--- src/rtl/cordic_polar_demod.sv ---
// cordic_polar_demod
//   Post-processing for a CORDIC translate (vectoring) stage. It turns the
//   phase stream into an FM discriminator output and the magnitude stream
//   into block-averaged mean and peak values.
//
//   Parameters
//     ITERATIONS  CORDIC iteration count; theta and freq are ITERATIONS+1 bits
//     DATA_WIDTH  CORDIC input width; r and the magnitude outputs are DATA_WIDTH+2 bits
//     AVG_LOG2    the magnitude block length is 2**AVG_LOG2 samples
//
//   Ports
//     clk          rising-edge clock
//     rst_n        asynchronous active-low reset
//     sclr         synchronous clear of the demodulator state
//     s_valid      theta/r are valid this cycle (no backpressure)
//     theta        unsigned phase, 2**(ITERATIONS+1) LSB = 2*pi
//     r            signed magnitude; negative values are clamped to 0
//     squelch_thr  unsigned magnitude squelch threshold (quasi-static)
//     freq_valid   one-cycle strobe qualifying freq/squelched
//     freq         signed phase difference, wraps modulo 2*pi
//     squelched    the current freq sample was forced to 0 by the squelch
//     mag_valid    one-cycle strobe qualifying mag_avg/mag_peak
//     mag_avg      truncated block mean of the clamped magnitude
//     mag_peak     block maximum of the clamped magnitude
module cordic_polar_demod #(
  parameter int unsigned ITERATIONS = 7,
  parameter int unsigned DATA_WIDTH = 16,
  parameter int unsigned AVG_LOG2   = 4
) (
  input  logic                    clk,
  input  logic                    rst_n,
  input  logic                    sclr,
  input  logic                    s_valid,
  input  logic [ITERATIONS:0]     theta,
  input  logic [DATA_WIDTH+1:0]   r,
  input  logic [DATA_WIDTH+1:0]   squelch_thr,
  output logic                    freq_valid,
  output logic [ITERATIONS:0]     freq,
  output logic                    squelched,
  output logic                    mag_valid,
  output logic [DATA_WIDTH+1:0]   mag_avg,
  output logic [DATA_WIDTH+1:0]   mag_peak
);

  localparam int unsigned TW = ITERATIONS + 1;
  localparam int unsigned RW = DATA_WIDTH + 2;
  localparam int unsigned AW = RW + AVG_LOG2;

  typedef enum logic {WAIT_FIRST, RUN} state_t;

  state_t              state;
  logic [TW-1:0]       theta_prev;
  logic [AW-1:0]       acc;
  logic [RW-1:0]       peak;
  logic [AVG_LOG2-1:0] cnt;

  logic [RW-1:0]       r_c;
  logic [TW-1:0]       theta_diff;
  logic [AW-1:0]       acc_sum;
  logic [RW-1:0]       peak_next;
  logic                below_thr;

  always_comb begin
    r_c        = r[RW-1] ? '0 : r;
    // Modular subtraction gives the natural +/-pi wrap when read as signed.
    theta_diff = theta - theta_prev;
    // The accumulator has AVG_LOG2 guard bits, so a full block cannot overflow.
    acc_sum    = acc + {{AVG_LOG2{1'b0}}, r_c};
    peak_next  = (r_c > peak) ? r_c : peak;
    below_thr  = (r_c < squelch_thr);
  end

  always_ff @(posedge clk or negedge rst_n) begin
    if (!rst_n) begin
      state      <= WAIT_FIRST;
      theta_prev <= '0;
      acc        <= '0;
      peak       <= '0;
      cnt        <= '0;
      freq_valid <= 1'b0;
      freq       <= '0;
      squelched  <= 1'b0;
      mag_valid  <= 1'b0;
      mag_avg    <= '0;
      mag_peak   <= '0;
    end else begin
      freq_valid <= 1'b0;
      mag_valid  <= 1'b0;
      if (sclr) begin
        // A sample arriving with sclr is dropped; data outputs keep their value.
        state      <= WAIT_FIRST;
        theta_prev <= '0;
        acc        <= '0;
        peak       <= '0;
        cnt        <= '0;
      end else if (s_valid) begin
        theta_prev <= theta;
        case (state)
          WAIT_FIRST: state <= RUN;
          RUN: begin
            freq_valid <= 1'b1;
            squelched  <= below_thr;
            freq       <= below_thr ? '0 : theta_diff;
          end
          default: state <= WAIT_FIRST;
        endcase

        if (cnt == '1) begin
          mag_valid <= 1'b1;
          mag_avg   <= acc_sum[AW-1:AVG_LOG2];
          mag_peak  <= peak_next;
          acc       <= '0;
          peak      <= '0;
        end else begin
          acc  <= acc_sum;
          peak <= peak_next;
        end
        cnt <= cnt + 1'b1;
      end
    end
  end

endmodule

--- config.mk ---
export PLATFORM = sky130hd
export DESIGN_NAME = cordic_polar_demod
export DESIGN_NICKNAME = d
export VERILOG_FILES = /design/src/rtl/cordic_polar_demod.sv
export SDC_FILE = /design/constraint.sdc
export NUM_CORES = 1
export LEC_CHECK = 0
export CAP_MARGIN = 40
export CORE_ASPECT_RATIO = 2
export CORE_MARGIN = 2
export CORE_UTILIZATION = 45
export DETAILED_ROUTE_END_ITERATION = 16
export PLACE_DENSITY = 0.68
export SYNTH_ARGS = -nofsm -noshare
export SYNTH_HDL_FRONTEND = slang
export SYNTH_SLANG_ARGS = --single-unit
export TNS_END_PERCENT = 5
--- constraint.sdc ---
create_clock -name clk -period 5 [get_ports clk]
set_input_delay 1 -clock clk [delete_from_list [all_inputs] [get_ports clk]]
set_output_delay 1 -clock clk [all_outputs]
set_load 0.01 [all_outputs]
# Word level (Yosys, flattened, before mapping)
# Cells that the tools add are included.
# word_totals
out_inout_bits,47
reg_bits,100
# op_classes
order_cmp,2
eq_ne,1
n_reduce_logical,3
add_sub_neg,3
n_mux,21
n_bitwise,1
# ops
operator,n
$mux W18,4
$mux W22,3
$mux W8,3
$add A22 B17 Y22,1
$gt A17 B18 Y1,1
$lt A17 B18 Y1,1
$mux W17,1
$mux W1,8
$mux W4,2
$sub A8 B8 Y8,1
$reduce_and A3 Y1,2
$add A4 B1 Y4 const B,1
$eq A4 B4 Y1 const B,1
$reduce_bool A2 Y1,1
$not A1 Y1,1

# Logic depth before layout (Yosys ltp)
# depth
ltp_word,6
mapped_depth,14
ltp_nobuf,11

# Least setup slack after synthesis
# No wires, ideal clock.
# synth_timing
path_kind,in2reg
startpoint,input port r[17]
endpoint,register acc[21]
t_arrival_ps,3650
slack_ps,1281
cell_stages,13
setup_time_ps,69
required_ps,4931
path_buffers,4
path_cell_list,clkbuf_1 > clkbuf_1 > nor2b_1 > ha_1 > clkbuf_1 > nand4_1 > or2_0 > o22ai_1 > nor3_1 > a21o_1 > buf_2 > or4_1 > nand3_1
# synth_via
elab_chain_len,5
# synth_rtl
item,line,source
"start, declared",35,"input logic [DATA_WIDTH+1:0] r,"
$mux W17,64,r_c = r[RW-1] ? '0 : r;
$add A22 B17 Y22,68,"acc_sum = acc + {{AVG_LOG2{1'b0}}, r_c};"
$mux W22,108,if (cnt == '1) begin
$mux W22,96,end else if (s_valid) begin
$mux W22,89,if (sclr) begin
"end signal, assigned",115,acc <= acc_sum;
"end, declared",53,logic [AW-1:0] acc;
# Every way passes these cells. The select of a mux whose other input is x is not followed.
# A chain may end at the register's enable or synchronous reset.

# Worst setup path after layout
# layout_timing
startpoint,input port r[17]
endpoint,register peak[9]
# layout_via
elab_chain_len,6
# layout_rtl
item,line,source
$mux W17 (*),64,
$gt A17 B18 Y1,69,peak_next = (r_c > peak) ? r_c : peak;
$mux W18 (*),69,
$mux W18 (*),108,
$mux W18 (*),96,
$mux W18 (*),89,
"end signal, assigned",116,peak <= peak_next;
"end, declared",54,logic [RW-1:0] peak;
# Every way passes the cells marked *; elsewhere a longest branch is shown, timed or not. The select of a mux whose other input is x is not followed.

==> reports/summary.txt <==
final wirelength - 17.6 mm
setup slack of the most critical reg-to-reg path - 2.36 ns
clock tree from TritonCTS - built
Setup Crit Path Kind - in -> reg
Mapped Avg Cell Area - 9.30 um^2
Chip Width - 88.3 um
number of synthesized flops with an enable pin - 0
maximum clock insertion buffer count - 2
initial standard-cell utilization of the core - 46.0%
Worst-Margin Slew - 0.738 ns
total I/O pin count - 95
total of hold buffers inserted after clock tree synthesis - 0
Setup Fix Bufs, Post-CTS - 0
area share of the leading cell type in the synthesized netlist - 39.1%
kind of start point of the critical path - input pin
die area - 0.0152 mm^2
count of placed standard cells in the final layout, fillers left out - 971
number of buffers added by the clock tree synthesis step - 9
number of setup violations in the final report - 0
minimum clock period after layout - 4.15 ns
Setup Skew - 0.00746 ns
final-report hold violation count - 0
number of gates given a new drive strength after cts - 0
Most used DFF post-synth - sky130_fd_sc_hd__dfrtp_1
Final Cycle Share - 83.1%
level count of the clock H-tree - 3
final cell area excluding filler cells - 0.00789 mm^2
via total after detailed routing - 5453
wire length of the first global-routing pass - 28.3 mm
post-synthesis sequential element count - 100
start point of the worst min-delay path - mag_peak[4]$_DFFE_PN0P_
count of input and output buffers - 94
area inside the core boundary - 0.0139 mm^2
total cell area at the placement stage - 0.00758 mm^2
placed cells - 955
DRC violations left - 0
number of clock sinks - 100
post-synth cell types - 66
count of antenna-violating nets left after detailed routing - 0
Post-Place Setup Slack - 0.512 ns
antenna violations before repair - 0
Hold/Removal Path Class - reg -> reg
Antenna Diode Count - 0
Post-Syn Nets - 789
Final Hold Slack - 0.479 ns
max-cap violation count - 0
aggregate global-route resource usage - 23.7%
fraction of layout cells with a size suffix above 1 - 7.03%
slew margin rel. - 50.8%
cell at the root of the clock tree - sky130_fd_sc_hd__clkbuf_16
post-layout net count - 878
worst min-delay path endpoint - mag_peak[4]$_DFFE_PN0P_
wire length per cell after detailed routing - 18.2 um
WP data required - 5.28 ns
fraction of the yosys area taken by sequential cells - 39.1%
highest net fanout along the worst path - 17
Clock transition at path regs - 0.07 ns
Synth area leaders - sky130_fd_sc_hd__dfrtp_1 (39%), sky130_fd_sc_hd__ha_1 (10%), sky130_fd_sc_hd__mux2i_1 (4.4%)
final sum of negative setup slack - 0 ns
length in cells of the worst reg-to-reg path - 9
worst hold path depth - 2
Arrival @ worst endpoint - 4.44 ns
Pwr Total - 2.09 mW
Final Max Tran Viols - 0
async set or reset register ratio after synthesis - 100%
status - finished clean
static leakage - 3.65 nW
Post-Syn Area - 0.00640 mm^2
maximum ir drop on the vdd rail - 0.187 mV
final estimated routing congestion in global placement - 0.964
hpwl dp - 13.6 mm
standard-cell row count - 61
initial DRC count - 257
number of global-route vias before repair - 5659
final design utilization - 56.8%
category of the worst setup path capture point - flip-flop
Yosys top cell by area - sky130_fd_sc_hd__dfrtp_1
maximum operating frequency - 241 MHz
Die Y - 173 um
Cell Pwr Density - 265 mW/mm^2
Synth warnings - 0
detailed-routing iteration count for the pre-antenna-repair pass - 4
layout-stage area growth over the synthesis result - 23.3%
cell count after synthesis - 688
Reg-to-Reg Start - acc[0]$_DFFE_PN0P_
setup repair after global routing missed its margin - false
post-DR vias/cell - 5.62
final setup margin - 0.847 ns
largest net degree at the start of global routing - 58
insertion delay of the later-clocked pin in the worst-skew pair - 0.35 ns
overflow left after global routing - 0
endpoint of the lowest-slack register-to-register path - mag_avg[6]$_DFFE_PN0P_
-- worst max-delay path: stages --
cell and delay (ns):
sky130_fd_sc_hd__clkdlybuf4s50_1 0.67, sky130_fd_sc_hd__buf_4 0.30, sky130_fd_sc_hd__nor2b_1 0.48, sky130_fd_sc_hd__maj3_2 0.34, sky130_fd_sc_hd__a311oi_1 0.06, sky130_fd_sc_hd__o31a_1 0.34
sky130_fd_sc_hd__a211oi_4 0.33, sky130_fd_sc_hd__and2_1 0.65, sky130_fd_sc_hd__a22o_1 0.25
-- per-layer routing --
metal	vias up	track usage [%]	routed length (um)
met5	-	0	0
met4	0	10.4	649
met3	45	2.39	602
met2	152	44.4	10000
met1	2653	25.6	6360
li1	2603	-	-
-- worst max path at each step --
stage               cells after the start  startpoint                    to  slack (ns)
CTS                                     9       r[17]   peak[9]$_DFFE_PN0P_        0.85
floorplan                              13       r[17]   acc[21]$_DFFE_PN0P_        1.28
global placement                       10       r[17]  peak[16]$_DFFE_PN0P_        0.66
finish                                  9       r[17]   peak[9]$_DFFE_PN0P_        0.85
detailed placement                      9       r[17]  peak[13]$_DFFE_PN0P_        0.51
global route                            9       r[17]   peak[6]$_DFFE_PN0P_        0.66
-- cell usage in the layout, fill, tap and decap left out, types with 4 or more instances in the layout --
| cell | n |
|---|---|
| sky130_fd_sc_hd__nor2_1 | 41 |
| sky130_fd_sc_hd__o211ai_1 | 5 |
| sky130_fd_sc_hd__o21ai_0 | 49 |
| sky130_fd_sc_hd__a31oi_1 | 5 |
| sky130_fd_sc_hd__nor3_1 | 11 |
| sky130_fd_sc_hd__o22ai_1 | 4 |
| sky130_fd_sc_hd__mux2_2 | 8 |
| sky130_fd_sc_hd__xor2_1 | 10 |
| sky130_fd_sc_hd__buf_4 | 19 |
| sky130_fd_sc_hd__mux2i_1 | 28 |
| sky130_fd_sc_hd__a21o_1 | 18 |
| sky130_fd_sc_hd__and2_1 | 7 |
| sky130_fd_sc_hd__a22o_1 | 28 |
| sky130_fd_sc_hd__nand2_1 | 68 |
| sky130_fd_sc_hd__xnor2_1 | 20 |
| sky130_fd_sc_hd__dfrtp_1 | 100 |
| sky130_fd_sc_hd__nand4_1 | 10 |
| sky130_fd_sc_hd__ha_1 | 51 |
| sky130_fd_sc_hd__o21a_1 | 6 |
| sky130_fd_sc_hd__nand3_1 | 8 |
| sky130_fd_sc_hd__nand2b_1 | 6 |
| sky130_fd_sc_hd__a21oi_1 | 36 |
| sky130_fd_sc_hd__or3_1 | 6 |
| sky130_fd_sc_hd__clkbuf_16 | 9 |
| sky130_fd_sc_hd__inv_1 | 52 |
| sky130_fd_sc_hd__nor2b_1 | 23 |
| sky130_fd_sc_hd__clkdlybuf4s50_1 | 93 |
-- cell families (layout without fill, tap and decap cells) --
group	Yosys count	in the layout	share of synthesized area, %
and+or+nand+nor	194	194	14.5
AOI/OAI and AO/OA	184	184	19.6
DFF	100	100	39.1
buffers and inverters	89	183	5.95
adders and majority gates	55	55	10.9
muxes	36	36	5.79
xor gates and xnor gates	30	30	4.11
-- registers in the layout, summed over array words and instances, names as in the netlist --
register	count
peak	18
freq	8
acc	22
cnt	4
theta_prev	8
mag_avg	18
mag_peak	18
mag_valid	1
state	1
squelched	1
freq_valid	1
-- cell usage after synthesis (2+ instances only) --
master,instances
sky130_fd_sc_hd__nand2b_1,6
sky130_fd_sc_hd__o31ai_1,3
sky130_fd_sc_hd__a21o_1,18
sky130_fd_sc_hd__a31o_2,2
sky130_fd_sc_hd__a211oi_1,2
sky130_fd_sc_hd__xor2_1,10
sky130_fd_sc_hd__o31a_1,2
sky130_fd_sc_hd__ha_1,51
sky130_fd_sc_hd__a311oi_1,2
sky130_fd_sc_hd__nor4_1,3
sky130_fd_sc_hd__o21a_1,6
sky130_fd_sc_hd__nand3_1,8
sky130_fd_sc_hd__a31oi_1,5
sky130_fd_sc_hd__mux2i_1,28
sky130_fd_sc_hd__o21ai_0,49
sky130_fd_sc_hd__nor2b_1,23
sky130_fd_sc_hd__buf_6,5
sky130_fd_sc_hd__a21oi_1,36
sky130_fd_sc_hd__nor3_1,11
sky130_fd_sc_hd__buf_2,3
sky130_fd_sc_hd__or4_1,2
sky130_fd_sc_hd__nand2_1,68
sky130_fd_sc_hd__nand4_1,10
sky130_fd_sc_hd__and2_1,7
sky130_fd_sc_hd__buf_1,2
sky130_fd_sc_hd__and3_1,2
sky130_fd_sc_hd__nor2_1,42
sky130_fd_sc_hd__fa_1,2
sky130_fd_sc_hd__dfrtp_1,100
sky130_fd_sc_hd__inv_1,52
sky130_fd_sc_hd__a22o_1,28
sky130_fd_sc_hd__or3_1,6
sky130_fd_sc_hd__and3b_1,2
sky130_fd_sc_hd__o22ai_1,4
sky130_fd_sc_hd__a2bb2oi_1,2
sky130_fd_sc_hd__o211ai_1,5
sky130_fd_sc_hd__mux2_2,8
sky130_fd_sc_hd__clkbuf_1,24
sky130_fd_sc_hd__xnor2_1,20
sky130_fd_sc_hd__a21boi_0,3
-- final cells by class --
cell class,count,area (um^2)
inverter,53,199
fill,1255,6010
clock buffer,10,239
tap,189,236
sequential,100,2500
multi-input combinational,499,3520
clock inverter,6,68.8
timing repair buffer,114,1120
-- where the power goes --
part	switching [mW]	total, mW	internal (mW)
clock network	0.326	0.733	0.407
registers	0.0313	0.878	0.847
logic	0.257	0.476	0.218
(Power assumes the default switching activity.)
